$ cat src/rtl/alu_exec_stage.sv
// -----------------------------------------------------------------------------
// alu_exec_stage
//
// Execute-stage controller for the 8-bit CPU. Accepts decoded instructions on a
// valid/ready handshake, reads operands from the R0..R3 register file, presents
// them to the external combinational ALU for one cycle (EXEC), captures the
// ALU result and flags, and writes both back one cycle later (WB).
//
// Optional feature macro: ALU_EXEC_FWD_EN
//   When defined, a new instruction may be accepted during WB. Operands whose
//   register matches the pending write-back destination take the result being
//   written instead of the stale register value.
//
// Ports
//   clk, rst_n                  clock, synchronous active-low reset
//   in_valid/in_ready           instruction handshake
//   in_op/in_rd/in_rs           opcode, destination (= operand A), source B
//   in_use_imm/in_imm           select and value of the immediate operand B
//   alu_a/alu_b/alu_op          ALU operands and opcode (zero outside EXEC)
//   alu_cpu_flags               current architectural flags to the ALU
//   alu_c/alu_flags             ALU result and flags, captured in EXEC
//   wb_valid/wb_rd/wb_data      write-back strobe, destination and value
//   flags_q                     architectural flags register
//   dbg_addr/dbg_data           combinational register-file read port
// -----------------------------------------------------------------------------
module alu_exec_stage #(
   parameter int REGS = 4
) (
   input  logic       clk,
   input  logic       rst_n,
   input  logic       in_valid,
   output logic       in_ready,
   input  logic [3:0] in_op,
   input  logic [1:0] in_rd,
   input  logic [1:0] in_rs,
   input  logic       in_use_imm,
   input  logic [7:0] in_imm,
   output logic [7:0] alu_a,
   output logic [7:0] alu_b,
   output logic [3:0] alu_op,
   output logic [7:0] alu_cpu_flags,
   input  logic [7:0] alu_c,
   input  logic [7:0] alu_flags,
   output logic       wb_valid,
   output logic [1:0] wb_rd,
   output logic [7:0] wb_data,
   output logic [7:0] flags_q,
   input  logic [1:0] dbg_addr,
   output logic [7:0] dbg_data
);

   typedef enum logic [1:0] {
      IDLE = 2'd0,
      EXEC = 2'd1,
      WB   = 2'd2
   } state_t;

   state_t     state_q;
   logic [7:0] regs_q [REGS];
   logic [3:0] op_q;
   logic [1:0] rd_q;
   logic [7:0] a_q;
   logic [7:0] b_q;
   logic [7:0] res_q;
   logic [7:0] rflags_q;

   logic       accept;
   logic [7:0] a_d;
   logic [7:0] b_d;

   // Ready depends on state only, so it never combinationally follows in_valid.
   always_comb begin
`ifdef ALU_EXEC_FWD_EN
      in_ready = (state_q == IDLE) || (state_q == WB);
`else
      in_ready = (state_q == IDLE);
`endif
   end

   assign accept = in_valid && in_ready;

   // Operand selection at acceptance time.
   always_comb begin
      a_d = regs_q[in_rd];
      b_d = in_use_imm ? in_imm : regs_q[in_rs];
`ifdef ALU_EXEC_FWD_EN
      // During WB the register file still holds the old value of R[rd_q];
      // the value about to be written is res_q.
      if (state_q == WB) begin
         if (in_rd == rd_q) begin
            a_d = res_q;
         end
         if (!in_use_imm && (in_rs == rd_q)) begin
            b_d = res_q;
         end
      end
`endif
   end

   always_comb begin
      alu_a         = (state_q == EXEC) ? a_q  : 8'h00;
      alu_b         = (state_q == EXEC) ? b_q  : 8'h00;
      alu_op        = (state_q == EXEC) ? op_q : 4'h0;
      alu_cpu_flags = flags_q;
      wb_valid      = (state_q == WB);
      wb_rd         = (state_q == WB) ? rd_q  : 2'd0;
      wb_data       = (state_q == WB) ? res_q : 8'h00;
   end

   assign dbg_data = regs_q[dbg_addr];

   always_ff @(posedge clk) begin
      if (!rst_n) begin
         state_q  <= IDLE;
         for (int i = 0; i < REGS; i++) begin
            regs_q[i] <= 8'h00;
         end
         flags_q  <= 8'h00;
         op_q     <= 4'h0;
         rd_q     <= 2'd0;
         a_q      <= 8'h00;
         b_q      <= 8'h00;
         res_q    <= 8'h00;
         rflags_q <= 8'h00;
      end else begin
         case (state_q)
            IDLE: begin
               if (accept) begin
                  op_q    <= in_op;
                  rd_q    <= in_rd;
                  a_q     <= a_d;
                  b_q     <= b_d;
                  state_q <= EXEC;
               end
            end
            EXEC: begin
               res_q    <= alu_c;
               rflags_q <= alu_flags;
               state_q  <= WB;
            end
            WB: begin
               // rd_q is read before any same-edge reload from a new accept.
               regs_q[rd_q] <= res_q;
               flags_q      <= rflags_q;
               if (accept) begin
                  op_q    <= in_op;
                  rd_q    <= in_rd;
                  a_q     <= a_d;
                  b_q     <= b_d;
                  state_q <= EXEC;
               end else begin
                  state_q <= IDLE;
               end
            end
            default: state_q <= IDLE;
         endcase
      end
   end

endmodule

$ cat config.mk
export PLATFORM = sky130hd
export DESIGN_NAME = alu_exec_stage
export DESIGN_NICKNAME = d
export VERILOG_FILES = /design/src/rtl/alu_exec_stage.sv
export SDC_FILE = /design/constraint.sdc
export NUM_CORES = 1
export LEC_CHECK = 0
export CORE_ASPECT_RATIO = 1.5
export CORE_MARGIN = 2
export CORE_UTILIZATION = 50
export CTS_BUF_LIST = sky130_fd_sc_hd__clkbuf_16
export CTS_CLUSTER_SIZE = 40
export DETAILED_ROUTE_END_ITERATION = 8
export GPL_ROUTABILITY_DRIVEN = 0
export GPL_TIMING_DRIVEN = 0
export MAX_ROUTING_LAYER = met4
export PLACE_DENSITY = 0.86
export SYNTH_ARGS = -nofsm -noshare
export SYNTH_HDL_FRONTEND = slang
export SYNTH_SLANG_ARGS = --single-unit
$ cat constraint.sdc
create_clock -name clk -period 2.7 [get_ports clk]
set_input_delay 0.405 -clock clk [delete_from_list [all_inputs] [get_ports clk]]
set_output_delay 0.405 -clock clk [all_outputs]
set_load 0.02 [all_outputs]
======== Word-level counts from Yosys, hierarchy flattened ========
Memory sizes are Yosys's and may differ from the RTL's. A register that Yosys moved wholly into a read port is not among the register bits.
Cells that the tools add are included.
storage, ports and cells
  memories kept ........................... 1
  flip-flop bits (word level) ............. 40
  input bits .............................. 38
  output and inout port bits .............. 56
  logic and storage cells ................. 33
  RAM bits ................................ 32
memory list
  name    words  bits a word  rd ports  clocked after Yosys merged registers in  wr ports  RTL line  text
  regs_q  4      8            3         1                                        4         59        logic [7:0] regs_q [REGS];
cells by class
  mux-type cells .......................... 16
  reductions and logical operators ........ 6
  equal/unequal tests ..................... 3
operators with widths
  operator                                                                  count
  8-bit two-way mux                                                         5
  8-bit OR reduction                                                        1
  1-bit two-way mux                                                         6
  2-bit two-way mux                                                         3
  2-bit case mux with 3 select lines                                        1
  4-bit two-way mux                                                         1
  2-bit by 1-bit == test with 1-bit output (second input constant)          1
  2-bit == test (second input constant)                                     1
  2-bit logical NOT                                                         1
  2-bit by 1-bit inequality test with 1-bit output (second input constant)  1
  2-bit AND reduction                                                       1
  2-bit OR reduction                                                        1
  1-bit logical AND                                                         1
  1-bit logical NOT                                                         1

======== Longest topological paths before layout ========
  depth after elaboration ................. 6
  gate-level depth with buffers ........... 6
  mapped depth without buffers ............ 4

======== Worst setup path after synthesis ========
No wires, ideal clock.
  kind .................................... reg-to-reg
  start point ............................. register state_q[0]
  end point ............................... memory regs_q[1][0], enable pin
  data arrival time ....................... 1.540 ns
  path buffers ............................ 1
  data required time ...................... 2.316 ns
  cell stages (with the launch flop) ...... 6
  path slack .............................. 0.776 ns
  cells stage by stage .................... dfxtp_1 > nand2b_1 > buf_4 > inv_4 > nand2_1 > o21ai_0
RTL lines
  what                    RTL line  text
  start, declared         58        state_t state_q;
  start signal, assigned  114       state_q <= IDLE;
  start signal, assigned  133       state_q <= EXEC;
  start signal, assigned  139       state_q <= WB;
  end, declared           59

======== Worst setup path after layout ========
  start point ............................. register state_q[0]
  end point ............................... output wb_data[4]
on the way
  word-level cells in the longest chain between the ends .. 2
ends and longest elaborated chain
  what               RTL line  text
  2-bit == test      107       wb_data = (state_q == WB) ? res_q : 8'h00;
  8-bit two-way mux  107
  end, declared      46        output logic [7:0] wb_data,
No other way between the ends.

==> impl_metrics.py <==
metrics = {
    "layout": {
        "final_cells": 558,
        "areaGrowthSynthToFinish_pct": 32.3,
        "finalInstanceArea_mm2": 0.00523,
        "final_common_cell": "clkdlybuf4s50_1",
        "fin_nets": 489,
        "multi_input_area_mm2": 0.00180,
        "drive_gt1_share_pct": 16.0,
        "seq_area_mm2": 0.00192,
        "antennaDiodeCount": 0,
        "fillerInstances": 579,
        "final_cell_mix": "clkdlybuf4s50_1, nand2_1, and2_1",
    },
    "timing": {
        "fin_crit_ps": 2600,
        "final-hold-violation-count": 0,
        "maxSlewViolCount": 0,
        "fin_setup_tns_ps": 0,
        "holdWs_ps": 456,
        "finalSetupViolations": 0,
        "slew_headroom_pct": 19.3,
        "fmax_ghz": 0.385,
        "clock_skew_ps": 5.94,
        "tightest_slew_ps": 1200,
        "rsz0062_at_grt": "false",
        "period_share_pct": 96.2,
    },
    "setup_path": {
        "cp_slowest_cell": "clkdlybuf4s50_1",
        "critical_path.top_delay_family": "buffers and inverters",
        "start_kind": "flip-flop",
        "cp_cell_sequence": "nand2b_1 > buf_4 > inv_4 > buf_2 > and2_1 > clkdlybuf4s50_1",
        "end_kind": "output pin",
        "critPathBufInv": 4,
        "slowest_delay_ps": 610,
        "cp.required_ps": 2300,
        "crit_type": "reg -> out",
        "crit_arrival_ps": 2190,
        "cp_max_fo": 10,
    },
    "cts": {
        "h-tree-depth": 3,
        "insertion_delay_ps": 330,
        "cts_hold_buffers": 0,
        "root_buffer": "clkbuf_16",
        "clk_path_buf_depth": 2,
        "cts_buffers": 9,
        "post_cts_buffers": 0,
        "cts_num_sinks": 80,
        "clk_pin_slew_ps": 60,
        "cts_tree": "built",
    },
    "global_routing": {
        "grt_pass1_wl_um": 14800,
        "grtUsageTotal_pct": 22.7,
        "grt_max_degree": 14,
        "grt_pass1_vias": 3019,
        "grt_overflow": 0,
        "grt_antenna_before_repair": 0,
    },
    "routing": {
        "vias": 2973,
        "wl_per_cell_um": 16.3,
        "drtIter0Drc": 181,
        "vias_per_cell": 5.33,
        "totalWireLength_um": 9110,
        "drc": 0,
        "drt_pass1_iterations": 5,
        "ant_nets": 0,
    },
    "synthesis": {
        "synth.area.top_cells": "dfxtp_1, edfxtp_1, mux4_2",
        "synth_fa_ha_area_share_pct": 0,
        "syn_area_per_cell_um2": 11.2,
        "synth_cell_types": 31,
        "syn_area_mm2": 0.00396,
        "synth-simple-area-share_pct": 19.8,
        "synth_top_area_cell": "dfxtp_1",
        "synth_top_family_by_area": "simple AND/OR/NAND/NOR gates",
        "synth-seq-cells": 80,
        "synth_compound_gate_area_share_pct": 10.5,
        "seq_area_frac_synth_pct": 48.6,
        "synth_cells": 353,
        "synth_top_area_share_pct": 24.3,
        "synth_xor_area_share_pct": 0,
        "synth_fp_nets": 391,
        "yosys_warnings": 0,
        "synthMuxAreaShare_pct": 15.2,
    },
    "placed_design": {
        "io_buffers": 87,
        "numPlacedInstances": 542,
        "place_area_mm2": 0.00495,
        "dpl.hpwl_um": 6890,
    },
    "pwr": {
        "p_seq_share_pct": 48.0,
        "p_int_w": 0.00216,
        "ir_drop_mv": 0.404,
        "p_leak_nw": 1.95,
        "switching_share_pct": 23.4,
        "p_per_area_mw_per_mm2": 540,
        "combPwrFrac_pct": 12.6,
        "p_switching_w": 0.000661,
        "clockPowerShare_pct": 39.4,
    },
    "outcome": {
        "run_status": "completed",
    },
    "floorplanning": {
        "io_pins": 94,
        "initial_utilization_pct": 51.6,
        "row_count": 39,
        "die_w_um": 76.6,
        "die_h_um": 113,
        "die_area_mm2": 0.00865,
        "core_mm2": 0.00766,
    },
    "run": {
        "cap_violations": 0,
    },
    "min_path": {
        "hold_class": "reg -> reg",
    },
}
[cell families after synthesis]
group | Yosys count
DFF | 80
muxes | 38
buffers and inverters | 37
AOI/OAI and AO/OA | 57
and+or+nand+nor | 141
[registers in the layout, summed over array words and instances, names as in the netlist]
name,flops
regs_q,32
a_q,8
alu_cpu_flags,8
b_q,8
res_q,8
rflags_q,8
op_q,4
rd_q,2
state_q,2
[metal layers]
| metal | vias to the layer above | part of all wire (%) | track usage (%) | wire length, µm |
|---|---|---|---|---|
| li1 | 1438 | - | - | - |
| met1 | 1414 | 39 | 24.1 | 3570 |
| met2 | 108 | 53 | 40.1 | 4810 |
| met3 | 13 | 5.0 | 4.94 | 455 |
| met4 | 0 | 3.0 | 10.7 | 273 |
| met5 | - | 0 | - | 0 |
[worst register-to-register path: stages (launching register included)]
cell and delay, ps:
dfxtp_2 390, nand2b_1 160, buf_4 180, inv_4 120, nand2_1 90, o21ai_0 940
[layout make-up]
type / count / share of cell area [%]
buffer: 35 / 4.31
clock buffer: 10 / 4.78
clock inverter: 6 / 0.502
inverter: 2 / 0.191
multi-input combinational: 236 / 34.4
sequential: 80 / 36.8
tap: 102 / 2.44
timing repair buffer: 87 / 16.6
[synthesized netlist by cell type]
master	n
o21ai_1	4
buf_6	6
buf_2	6
buf_4	10
nand3_1	1
mux4_2	16
dfxtp_1	48
and2_1	55
edfxtp_1	32
mux2i_1	6
nor4b_4	2
a21boi_0	15
nor2_1	2
nand2b_1	4
nor4_2	1
inv_1	1
mux2_1	2
clkbuf_1	6
and3_1	8
inv_4	1
a21oi_1	8
nor3b_4	1
nor2b_1	8
mux2_2	14
clkbuf_2	3
o2bb2ai_1	8
buf_1	4
a21boi_1	9
o21ai_0	5
a222oi_1	8
nand2_1	59
[what timing repair did]
action	4_1_cts	5_1_grt
endpoints found under the hold margin	0	0
setup endpoints to repair	9	0
resized for setup	1	0
[metrics by stage]
stage | util, % | total power [W] | setup WS, ps
after floorplan | - | 0.00159 | 776
after global placement | 64.7 | 0.00172 | 237
after detailed placement | 64.7 | 0.00173 | 76.3
after CTS | 68.3 | 0.00284 | 79.5
after global routing | 68.3 | 0.00292 | 8.30
final | 68.3 | 0.00282 | 102
[power groups by stage]
stage          registers (W)  logic, W  clock network (W)
3_3_place_gp         0.00137  0.000348                  0
4_1_cts              0.00135  0.000358            0.00113
3_5_place_dp         0.00138  0.000355                  0
2_1_floorplan        0.00137  0.000221                  0
5_1_grt              0.00136  0.000383            0.00118
6_report             0.00136  0.000357            0.00111
[final timing paths]
check / start / slack (ps) / endpoint / cells past startpoint
worst max-delay path: state_q[0] / 100 / wb_data[4] / 6
worst min-delay path: a_q[4] / 460 / a_q[4] / 2
worst max register to register: state_q[0] / 420 / regs_q[1][1] / 5
worst min register to register: a_q[4] / 460 / a_q[4] / 2
Note: power is estimated with default switching activity, not from simulation.
